===== config.mk =====
export PLATFORM = sky130hd
export DESIGN_NAME = sm_product_accumulator
export DESIGN_NICKNAME = d
export VERILOG_FILES = /design/src/rtl/sm_product_accumulator.sv
export SDC_FILE = /design/constraint.sdc
export NUM_CORES = 1
export LEC_CHECK = 0
export ABC_CLOCK_PERIOD_IN_PS = 4600
export BUFFER_PORTS_ARGS = -buffer_cell sky130_fd_sc_hd__buf_2
export CAP_MARGIN = 25
export CORE_MARGIN = 2
export CORE_UTILIZATION = 34
export CTS_CLUSTER_DIAMETER = 60
export CTS_CLUSTER_SIZE = 8
export DETAILED_ROUTE_END_ITERATION = 7
export GPL_TIMING_DRIVEN = 0
export PLACE_DENSITY = 0.5
export RECOVER_POWER = 100
export SYNTH_ARGS = -nofsm -noshare
export SYNTH_HDL_FRONTEND = slang
export SYNTH_SLANG_ARGS = --single-unit
export TNS_END_PERCENT = 1

===== constraint.sdc =====
create_clock -name clk -period 4.6 [get_ports clk]
set_input_delay 0.23 -clock clk [delete_from_list [all_inputs] [get_ports clk]]
set_output_delay 0.23 -clock clk [all_outputs]
set_load 0.02 [all_outputs]

===== src/rtl/sm_product_accumulator.sv =====
// Frame accumulator for sign-magnitude products with saturating sum.
// Optional nonzero-beat counter enabled by SM_ACC_STATS_EN.
module sm_product_accumulator #(
    parameter int PROD_W = 7,
    parameter int ACC_W  = 12,
    parameter int COUNT  = 8
) (
    input  logic              clk,
    input  logic              rst_n,
    input  logic              in_valid,
    output logic              in_ready,
    input  logic [PROD_W-1:0] in_prod,
    input  logic              in_last,
    output logic              out_valid,
    input  logic              out_ready,
    output logic [ACC_W-1:0]  out_sum,
    output logic              out_ovf,
    output logic [7:0]        out_cnt
`ifdef SM_ACC_STATS_EN
    ,
    output logic [7:0]        out_nz_cnt
`endif
);

    typedef enum logic [1:0] {
        S_IDLE,
        S_ACC,
        S_DONE
    } state_t;

    localparam logic signed [ACC_W:0] W_MAX =
        $signed({2'b00, {(ACC_W-1){1'b1}}});
    localparam logic signed [ACC_W:0] W_MIN = -W_MAX;

    state_t r_state;
    state_t w_state_nxt;

    logic signed [ACC_W-1:0] r_acc;
    logic                    r_ovf;
    logic [7:0]              r_cnt;
    logic [ACC_W-1:0]        r_osum;
    logic                    r_oovf;
    logic [7:0]              r_ocnt;

    logic [PROD_W-2:0]       w_mag;
    logic signed [ACC_W:0]   w_addend;
    logic signed [ACC_W:0]   w_acc_ext;
    logic signed [ACC_W:0]   w_sum;
    logic signed [ACC_W-1:0] w_acc_nxt;
    logic                    w_ovf_nxt;
    logic [7:0]              w_cnt_nxt;
    logic                    w_take;
    logic                    w_pop;
    logic                    w_last;
    logic                    w_neg;
    logic [ACC_W-2:0]        w_abs;

    assign w_mag     = in_prod[PROD_W-2:0];
    assign w_acc_ext = $signed({r_acc[ACC_W-1], r_acc});
    assign w_cnt_nxt = r_cnt + 8'd1;
    assign w_take    = in_valid && in_ready;
    assign w_pop     = out_valid && out_ready;
    assign w_last    = in_last || (r_cnt == 8'(COUNT - 1));

    // Negating a zero magnitude yields +0, so -0 needs no special case.
    always_comb begin
        w_addend = $signed({{(ACC_W+2-PROD_W){1'b0}}, w_mag});
        if (in_prod[PROD_W-1])
            w_addend = -w_addend;
    end

    assign w_sum = w_acc_ext + w_addend;

    // Once saturated the accumulator is frozen for the rest of the frame.
    always_comb begin
        w_acc_nxt = r_acc;
        w_ovf_nxt = r_ovf;
        if (!r_ovf) begin
            if (w_sum > W_MAX) begin
                w_ovf_nxt = 1'b1;
                w_acc_nxt = W_MAX[ACC_W-1:0];
            end else if (w_sum < W_MIN) begin
                w_ovf_nxt = 1'b1;
                w_acc_nxt = W_MIN[ACC_W-1:0];
            end else begin
                w_acc_nxt = w_sum[ACC_W-1:0];
            end
        end
    end

    assign w_neg = w_acc_nxt[ACC_W-1];
    assign w_abs = w_neg ? (~w_acc_nxt[ACC_W-2:0] + 1'b1)
                         : w_acc_nxt[ACC_W-2:0];

    always_ff @(posedge clk or negedge rst_n) begin
        if (!rst_n)
            r_state <= S_IDLE;
        else
            r_state <= w_state_nxt;
    end

    always_comb begin
        w_state_nxt = r_state;
        in_ready    = 1'b1;
        out_valid   = 1'b0;
        unique case (r_state)
            S_IDLE, S_ACC: begin
                if (w_take)
                    w_state_nxt = w_last ? S_DONE : S_ACC;
            end
            S_DONE: begin
                in_ready  = 1'b0;
                out_valid = 1'b1;
                if (out_ready)
                    w_state_nxt = S_IDLE;
            end
            default: w_state_nxt = S_IDLE;
        endcase
    end

    always_ff @(posedge clk or negedge rst_n) begin
        if (!rst_n) begin
            r_acc  <= '0;
            r_ovf  <= 1'b0;
            r_cnt  <= '0;
            r_osum <= '0;
            r_oovf <= 1'b0;
            r_ocnt <= '0;
        end else if (w_take) begin
            r_acc <= w_acc_nxt;
            r_ovf <= w_ovf_nxt;
            r_cnt <= w_cnt_nxt;
            if (w_last) begin
                r_osum <= {w_neg, w_abs};
                r_oovf <= w_ovf_nxt;
                r_ocnt <= w_cnt_nxt;
            end
        end else if (w_pop) begin
            r_acc <= '0;
            r_ovf <= 1'b0;
            r_cnt <= '0;
        end
    end

    assign out_sum = r_osum;
    assign out_ovf = r_oovf;
    assign out_cnt = r_ocnt;

`ifdef SM_ACC_STATS_EN
    logic [7:0] r_nz;
    logic [7:0] r_onz;
    logic [7:0] w_nz_nxt;

    assign w_nz_nxt = r_nz + {7'd0, |w_mag};

    always_ff @(posedge clk or negedge rst_n) begin
        if (!rst_n) begin
            r_nz  <= '0;
            r_onz <= '0;
        end else if (w_take) begin
            r_nz <= w_nz_nxt;
            if (w_last)
                r_onz <= w_nz_nxt;
        end else if (w_pop) begin
            r_nz <= '0;
        end
    end

    assign out_nz_cnt = r_onz;
`endif

endmodule


==> results by group, run 1 <==
Run status
  • Status: complete, but fails checks
  • Failing checks: max-capacitance violations, max-slew violations

Place
  • GPL Wtd Cong: 0.802
  • # port buffers: 33
  • Post-DP HPWL: 6.49 mm
  • Placed cells: 531
  • Dpl cell area: 3630 µm²

Critical path
  • WP data required: 4770 ps
  • Critical path launch point type: input pin
  • Cells along the critical path: buf_2 > inv_1 > ha_1 > or3b_4 > o31a_4 > ha_1 > and3_2 > nand2_1 > o211ai_1 > o21a_1 > o22ai_1 > o21bai_1 > o32ai_4 > ha_4 > o221ai_1 > nor3_1 > nor2_1 > xnor2_1 > o21ai_0
  • WP data arrival: 4510 ps
  • Worst setup path class: input pin to flop
  • Bufs and invs on worst path: 2
  • Crit end category: flop
  • Most frequent CP cell: ha_1
  • Top Family by Delay on Critical Path: compound AO/OA/AOI/OAI gates
  • Crit Path Max Fanout: 7
  • CP max stage delay: 510 ps
  • Worst path slowest cell: o22ai_1

Clock tree
  • # H-tree levels: 2
  • Clock Latency Late Sink: 290 ps
  • Clock slew at reported path FFs: 90 ps
  • Root Buffer: clkbuf_8
  • CTS sink cnt: 44
  • CTS Buf Count: 5
  • Max clock buf depth: 2
  • TritonCTS clock tree: done

Synth
  • Yosys warning count: 0
  • Ys flop type: dfrtp_1
  • Synth Register Bits: 44
  • Post-synth top area cell: dfrtp_1
  • EDFF count, synth: 0
  • Synth Instances: 369
  • Area contributors post-synth: dfrtp_1 (33%), o21ai_0 (6.7%), nand2_1 (6.1%)
  • Synth top area share: 33.4%
  • Avg Inst Size Synth: 8.94 µm²
  • Seq/Total Area, Yosys: 33.4%
  • Netlist cell types: 71
  • Synth Cell Area: 3300 µm²
  • Synthesized Nets: 398
  • Ys async rst share: 100%

Final layout
  • Nets: 443
  • Post-route cell area: 3730 µm²
  • Non-filler cells, final: 544
  • Inserted Diodes: 0
  • Most frequent cells in the layout: nand2_1 (54), o21ai_0 (47), dfrtp_1 (44), clkbuf_1 (32), nor2_1 (23)
  • Most common cell after layout, fill and taps aside: nand2_1
  • Layout cells sized above 1: 12.5%
  • Area delta synth->final: 13.0%

STA
  • RSZ-0062 raised after global routing: no
  • Worst Clk Skew: 5.76 ps
  • Slew HR: -16.0%
  • Fin. max-slew vios: 32
  • Least-Margin Pin Slew: 1740 ps
  • Min cycle time layout: 4330 ps
  • Fmax: 231 MHz
  • Final Hold Viols: 0
  • Final setup vio count: 0
  • Period utilization: 94.2%
  • Setup TNS: 0 ps

Floorplanning
  • Initial core utilization: 35.4%
  • Die ar.: 10,500 µm²
  • Die Wd: 103 µm
  • Die Ht: 103 µm
  • # IOs: 35
  • Area of the core: 9330 µm²
  • Cell Rows: 35

Drt
  • WL final: 8.65 mm
  • Vias per cell: 5.20
  • Detail Route Antenna Nets: 0
  • DR iter-0 viols: 138
  • Remaining DRCs: 0
  • Routed via count: 2,829
  • Detailed-route wire length per cell: 15.9 µm
  • Drt pass-1 iters: 4

Pwr
  • PwrDens: 717 nW/µm²
  • Static leakage: 1.64 nW
  • Maximum VDD drop: 228 µV
  • Power Total: 2.67 mW

Global routing
  • First-pass GRT wire length: 14.4 mm
  • GRT Util Overall: 17.5%
  • Antenna violations before repair: 0
  • Total gr overflow: 0
  • Vias in the first global route: 2,834
  • Largest net degree at the start of global routing: 45

Job
  • Max-Cap Viols: 1

Hold path
  • Hold Crit Class: input pin to flop
[final timing paths]
check                            from    endpoint  slack [ps]  cells after the start
hold reg to reg            r_state[1]  r_state[0]         460                      1
max in group asynchronous       rst_n    r_acc[7]        2020                      3
setup reg to reg             r_acc[0]  out_sum[8]         570                     16
hold / removal              out_ready  r_state[1]         160                      2
min in group asynchronous       rst_n  out_sum[2]         510                      2
setup / recovery           in_prod[0]  out_sum[8]         270                     19
[cell type report]
cell class	instances	area (µm²)
Sequential cell	44	1100
Clock buffer	6	82.6
Multi-Input combinational cell	299	2060
Buffer	13	93.8
Inverter	13	48.8
Tap cell	129	161
Fill cell	990	5600
Clock inverter	2	10.0
Timing Repair Buffer	38	171
[state kept, by name, summed over array words and instances, names as in the netlist]
| signal | cells |
|---|---|
| out_cnt | 8 |
| r_state | 2 |
| r_ovf | 1 |
| r_cnt | 8 |
| out_ovf | 1 |
| out_sum | 12 |
| r_acc | 12 |
[metal layers]
layer | part of all wire, % | global-route usage [%] | vias up
li1 | - | - | 1421
met1 | 49 | 24.5 | 1327
met2 | 46 | 27.7 | 64
met3 | 2.9 | 1.97 | 17
met4 | 2.6 | 6.97 | 0
met5 | 0 | 0 | -
[worst reg2reg max path, cell delays in order (launching register included)]
cell	delay [ps]
dfrtp_1	460
ha_1	230
inv_1	70
fa_1	250
nor2b_4	60
o31a_4	310
o211a_4	270
o21a_1	200
o22ai_1	510
o21bai_1	230
o32ai_4	360
ha_4	220
o221ai_1	140
nor3_1	200
nor2_1	90
xnor2_1	200
o21ai_0	110
[synth_stat cells, drive strengths merged (8+ instances only)]
cell type  count
o21ai         51
o21a          10
dfrtp         44
clkbuf        11
nor2          25
ha            16
xnor2         22
nor3          10
inv           13
nand2         54
a21oi         16
nand2b         8
[power breakdown]
| part | switching (mW) | internal (mW) |
|---|---|---|
| clock network | 0.139 | 0.120 |
| logic | 1.02 | 0.736 |
| registers | 0.134 | 0.521 |
| total | 1.30 | 1.38 |
[metrics by stage]
step                      hold slack [ps]  util, %  setup WS, ps
after floorplan                     -65.6        -           567
after detailed placement              455     38.9          -349
after CTS                             144     40.0          77.3
after global routing                  161     40.0          31.1
final                                 157     40.0           266
after global placement                454     38.9          -337
[cell families after synthesis]
family | after synthesis | share of synthesized area (%)
AOI/OAI and AO/OA | 129 | 28.2
and+or+nand+nor | 126 | 19.2
DFF | 44 | 33.4
xor gates and xnor gates | 26 | 7.93
buffers and inverters | 26 | 4.32
adders and majority gates | 17 | 6.67
muxes | 1 | 0.341
[repair_timing]
item,in CTS,in global routing
pin swaps,0,1
resized for setup,2,5
hold buffers,0,1
setup endpoints to repair,2,2
setup buffers,0,3
hold endpoints to repair,0,13
Note: power is estimated with default switching activity, not from simulation.
==> run 2: changes to the inputs <==
Settings changed: CORE_ASPECT_RATIO set to 2.
==> results by group, run 2 (synthesized netlist as in run 1, its figures left out) <==
Clock tree
  • Clock Latency Late Sink: 290 ps (about the same)
  • CTS sink cnt: 44 (unchanged)
  • TritonCTS clock tree: done
  • # H-tree levels: 2 (unchanged)
  • Root Buffer: clkbuf_16
  • CTS Buf Count: 5 (unchanged)
  • Clock slew at reported path FFs: 60 ps (-30 ps)
  • Max clock buf depth: 2 (unchanged)

Global routing
  • First-pass GRT wire length: 15.0 mm (+4.6%)
  • Antenna violations before repair: 0 (unchanged)
  • Total gr overflow: 0 (unchanged)
  • Vias in the first global route: 2,905 (+2.5%)
  • Largest net degree at the start of global routing: 37 (-18%)
  • GRT Util Overall: 18.8% (+1.3 points)

Drt
  • Remaining DRCs: 0 (unchanged)
  • Detailed-route wire length per cell: 18.3 µm (+15%)
  • Routed via count: 2,838 (+0.32%)
  • Vias per cell: 5.48 (+5.4%)
  • DR iter-0 viols: 127 (-8.0%)
  • Drt pass-1 iters: 4 (unchanged)
  • Detail Route Antenna Nets: 0 (unchanged)
  • WL final: 9.46 mm (+9.4%)

Critical path
  • Crit end category: flop
  • Worst setup path class: input pin to flop
  • WP data required: 4760 ps (about the same)
  • WP data arrival: 4480 ps (-30 ps)
  • Crit Path Max Fanout: 8 (+1)
  • Critical path launch point type: input pin

STA
  • Worst Clk Skew: 5.47 ps (-0.287 ps)
  • Min cycle time layout: 4310 ps (-19.4 ps)
  • Least-Margin Pin Slew: 2080 ps (+344 ps)
  • Fin. max-slew vios: 37 (+16%)
  • Period utilization: 93.8% (-0.42 points)
  • Final setup vio count: 0 (unchanged)
  • Setup TNS: 0 ps (unchanged)
  • Fmax: 232 MHz (+0.45%)
  • Hold WS: 176 ps (+19.2 ps)
  • RSZ-0062 raised after global routing: no
  • Slew HR: -38.9% (-23 points)
  • Final Hold Viols: 0 (unchanged)
  • Final worst slack: 285 ps (+19.4 ps)

Place
  • Post-DP HPWL: 7.38 mm (+14%)
  • Post-Place Worst Slack: -377 ps (-28.0 ps)
  • # port buffers: 33 (unchanged)
  • GPL Wtd Cong: 0.841 (+4.9%)
  • Dpl cell area: 3610 µm² (-0.31%)

Pwr
  • Maximum VDD drop: 358 µV (+57%)
  • PwrDens: 750 nW/µm² (+4.6%)
  • Static leakage: 1.66 nW (+1.5%)

Run status
  • Status: complete, but fails checks
  • Failing checks: max-capacitance violations, max-slew violations

Floorplanning
  • Die Wd: 73.7 µm (-28%)
  • Cell Rows: 50 (+43%)
  • Die ar.: 10,600 µm² (+0.45%)
  • Initial core utilization: 35.2% (-0.21 points)
  • Area of the core: 9380 µm² (+0.60%)
  • # IOs: 35 (unchanged)
  • Die Ht: 143 µm (+40%)

Final layout
  • Area delta synth->final: 14.5%
  • Nets: 442 (-0.23%)
  • Most frequent cells in the layout: nand2_1 (54), o21ai_0 (48), dfrtp_1 (44), clkbuf_1 (33), nor2_1 (22)
  • Most common cell after layout, fill and taps aside: nand2_1
  • Fin util: 40.3% (+0.27 points)
  • Layout cells sized above 1: 13.5% (+1.0 points)
  • Fill cells: 963 (-2.7%)
  • Post-route cell area: 3780 µm² (+1.3%)
  • Inserted Diodes: 0 (unchanged)

Hold path
  • Hold Crit Class: input pin to flop

Job
  • Max-Cap Viols: 1 (unchanged)
[run 2: area by class of cell]
class / instances / area [µm²] / area share, %
multi-input combinational: 299 / 2100 / 55.6
buffer: 13 / 83.8 / 2.22
timing repair buffer: 37 / 164 / 4.34
clock buffer: 6 / 139 / 3.68
inverter: 13 / 48.8 / 1.29
clock inverter: 2 / 10.0 / 0.265
sequential: 44 / 1100 / 29.1
tap: 104 / 130 / 3.44
[run 2: timing repair]
item / in CTS / in global routing
resized for setup: 1 / 6
setup buffers: 0 / 2
endpoints found under the hold margin: 8 / 0
endpoints found under the setup margin: 2 / 2
hold buffers: 1 / 0
pin swaps: 0 / 1
[run 2: metrics by stage]
stage | total power [mW] | instances
floorplan | 1.97 | 369
global placement | 2.41 | 506
detailed placement | 2.42 | 507
CTS | 2.82 | 516
global route | 3.04 | 518
finish | 2.83 | 518
[run 2: power breakdown]
part,switching (mW),internal [mW]
clock network,0.152,0.214
logic,1.08,0.743
registers,0.123,0.522
[run 2: worst max-delay path: stages]
cell	delay, ps
buf_2	120
inv_1	70
ha_1	150
or3b_4	390
o31a_1	300
ha_1	370
a21oi_1	220
nor2_1	80
o31a_2	350
o311ai_2	310
o41ai_4	130
buf_4	190
nand2b_2	250
o32ai_4	400
ha_4	220
o221ai_1	170
nor3_1	190
nor2_1	70
xnor2_1	170
o21ai_0	90
[run 2: path summary, 6_finish.rpt]
| path | from | to | slack [ps] | cells after the start |
|---|---|---|---|---|
| min in group asynchronous | rst_n | out_sum[4] | 400 | 2 |
| worst min-delay path | out_ready | r_state[1] | 180 | 2 |
| worst min register to register | r_state[1] | r_state[0] | 460 | 1 |
| worst max register to register | r_acc[0] | out_sum[8] | 610 | 17 |
| worst max-delay path | in_prod[0] | out_sum[8] | 290 | 20 |
| max in group asynchronous | rst_n | out_sum[8] | 1870 | 3 |
[run 2: per-layer routing]
layer / part of all wire, % / vias up / GRT usage, %
met2: 57 / 55 / 36.4
met3: 2.1 / 19 / 1.54
met5: 0 / - / 0
met4: 3.5 / 0 / 9.00
li1: - / 1416 / -
met1: 37 / 1348 / 19.3
==> run 3: changes to the inputs <==
Settings changed: CORE_UTILIZATION 34 to 50, PLACE_DENSITY 0.5 to 0.69.
==> results by group, run 3 (synthesized netlist as in run 1, its figures left out) <==
Drt
  • Detailed-route wire length per cell: 17.5 µm (-4.2%)
  • M1 WL: 3.24 mm (-7.2%)
  • Routed via count: 2,900 (+2.2%)
  • Remaining DRCs: 0 (unchanged)
  • Met2 wire len: 4.99 mm (-8.2%)
  • Drt pass-1 iters: 4 (unchanged)
  • WL final: 8.75 mm (-7.5%)
  • Met3 wire length: 216 µm (+8.0%)
  • Detail Route Antenna Nets: 0 (unchanged)
  • Vias per cell: 5.80 (+5.9%)
  • DR iter-0 viols: 96 (-24%)
  • DR top layer: met4

Place
  • # port buffers: 33 (unchanged)
  • Post-DP HPWL: 6.58 mm (-11%)
  • Post-Place Worst Slack: -333 ps (+44.3 ps)
  • Placed cells: 488 (-3.7%)
  • GPL Wtd Cong: 0.904 (+7.5%)

Critical path
  • Reg2Reg Depth: 15 (-2)
  • Worst setup path class: input pin to flop
  • Critical path launch point type: input pin
  • WP data arrival: 4560 ps (+80 ps)
  • RR Endpoint: out_sum[6]
  • R2r startpoint: r_acc[0]
  • Crit Path Max Fanout: 7 (-1)
  • WP data required: 4750 ps (about the same)
  • Slack of the worst reg-to-reg path: 520 ps (-90 ps)
  • Crit end category: flop

Pwr
  • Maximum VDD drop: 535 µV (+49%)
  • PwrDens: 762 nW/µm² (+1.6%)
  • Power Total: 2.87 mW (+1.2%)
  • Static leakage: 1.67 nW (+0.59%)

Final layout
  • Non-filler cells, final: 500 (-3.5%)
  • Fill cells: 628 (-35%)
  • Nets: 443 (+0.23%)
  • Most common cell after layout, fill and taps aside: nand2_1
  • Area delta synth->final: 14.0%
  • Fin util: 59.1% (+19 points)
  • Multi-input gate area: 2060 µm² (-2.1%)
  • Register area: 1100 µm² (unchanged)
  • Layout cells sized above 1: 12.3% (-1.2 points)
  • Most frequent cells in the layout: nand2_1 (54), o21ai_0 (48), dfrtp_1 (44), clkbuf_1 (33), nor2_1 (22)
  • Inserted Diodes: 0 (unchanged)

Floorplanning
  • Area of the core: 6360 µm² (-32%)
  • Die Wd: 61.4 µm (-17%)
  • Initial core utilization: 51.9% (+17 points)
  • Die Ht: 119 µm (-17%)
  • # IOs: 35 (unchanged)
  • Cell Rows: 41 (-18%)
  • Die ar.: 7300 µm² (-31%)

STA
  • Fin. max-slew vios: 41 (+11%)
  • Hold WS: 169 ps (-6.86 ps)
  • Final Hold Viols: 0 (unchanged)
  • Fmax: 226 MHz (-2.3%)
  • Worst Clk Skew: 11.8 ps (+6.29 ps)
  • RSZ-0062 raised after global routing: no
  • Final worst slack: 184 ps (-101 ps)
  • Slew HR: -45.2% (-6.2 points)
  • Min cycle time layout: 4420 ps (+101 ps)
  • Final setup vio count: 0 (unchanged)
  • Least-Margin Pin Slew: 2180 ps (+93.7 ps)
  • Period utilization: 96.0% (+2.2 points)

Hold path
  • Hold depth: 2 (unchanged)
  • Hold Crit Class: input pin to flop
  • Hold EP: r_state[1]
  • Hold Startpoint: out_ready

Global routing
  • GRT Util Overall: 25.6% (+6.8 points)
  • Largest net degree at the start of global routing: 45 (+22%)
  • Total gr overflow: 0 (unchanged)
  • Antenna violations before repair: 0 (unchanged)
  • Vias in the first global route: 2,970 (+2.2%)
  • First-pass GRT wire length: 14.0 mm (-6.5%)

Clock tree
  • Clock Latency Late Sink: 290 ps (about the same)
  • Root Buffer: clkbuf_16
  • TritonCTS clock tree: done
  • Clock slew at reported path FFs: 60 ps (about the same)
  • CTS sink cnt: 44 (unchanged)
  • CTS Buf Count: 5 (unchanged)
  • # H-tree levels: 2 (unchanged)
  • Max clock buf depth: 2 (unchanged)

Run status
  • Status: complete, but fails checks
  • Failing checks: max-capacitance violations, max-slew violations

Job
  • Max-Cap Viols: 1 (unchanged)
==> run 3: cell types whose count changed in the layout (fill, tap and decap cells not counted), sizes merged <==
| cell | delta |
|---|---|
| buf | -1 |
| clkinv | -2 |
| bufinv | +2 |
| clkbuf | +1 |
==> run 3: through the flow <==
step | TNS, ps | area, µm²
final | 0 | 3760
after global routing | 0 | 3760
after CTS | 0 | 3760
after detailed placement | -728 | 3570
after global placement | -495 | 3570
after floorplan | 0 | 3300
==> run 3: timing repair <==
item                       4_1_cts  5_1_grt
setup endpoints to repair        2        2
cloned                           0        0
hold buffers                     0        1
pin swaps                        0        1
setup buffers                    0        3
hold endpoints to repair         0        4
gates resized for setup          1        4
==> run 3: worst max-delay path by stage <==
stage          cells past startpoint  slack, ps  startpoint          to
2_1_floorplan                     18        570  in_prod[1]  out_sum[8]
3_3_place_gp                      19       -260  in_prod[0]  out_sum[8]
3_5_place_dp                      19       -330  in_prod[0]  out_sum[8]
4_1_cts                           19         60  in_prod[0]  out_sum[8]
5_1_grt                           19         40  in_prod[0]  out_sum[8]
6_report                          18        180  in_prod[0]  out_sum[6]
==> run 3: area by class of cell <==
type	instances	share of cell area (%)
flip-flops and latches	44	29.3
well taps	86	2.86
repair buffers	38	4.52
plain buffers	13	2.49
inverters	13	1.30
multi-input cells	299	54.6
clock inverters	2	1.60
clock buffers	5	3.33
==> run 3: worst max-delay path: stages <==
cell and delay, ps:
buf_2 120, inv_1 80, ha_1 160, or3b_4 390
o31a_4 340, ha_1 380, and3_2 270, nand2_1 80
o211ai_1 180, o21a_1 240, o22ai_1 540, o21bai_1 220
o32ai_4 330, ha_1 320, o221ai_1 210, o21bai_1 230
xnor2_1 160, o21ai_0 100
==> run 3: routing by layer <==
metal,global-route usage [%],vias up
met2,45.5,59
met4,14.2,0
met3,3.47,24
met1,27.1,1398
li1,-,1419
met5,0,-
==> run 3: where the power goes <==
group	total, mW	internal [mW]	switching [mW]
Combinational	1.76	0.729	1.04
Sequential	0.646	0.523	0.123
Clock	0.455	0.308	0.147
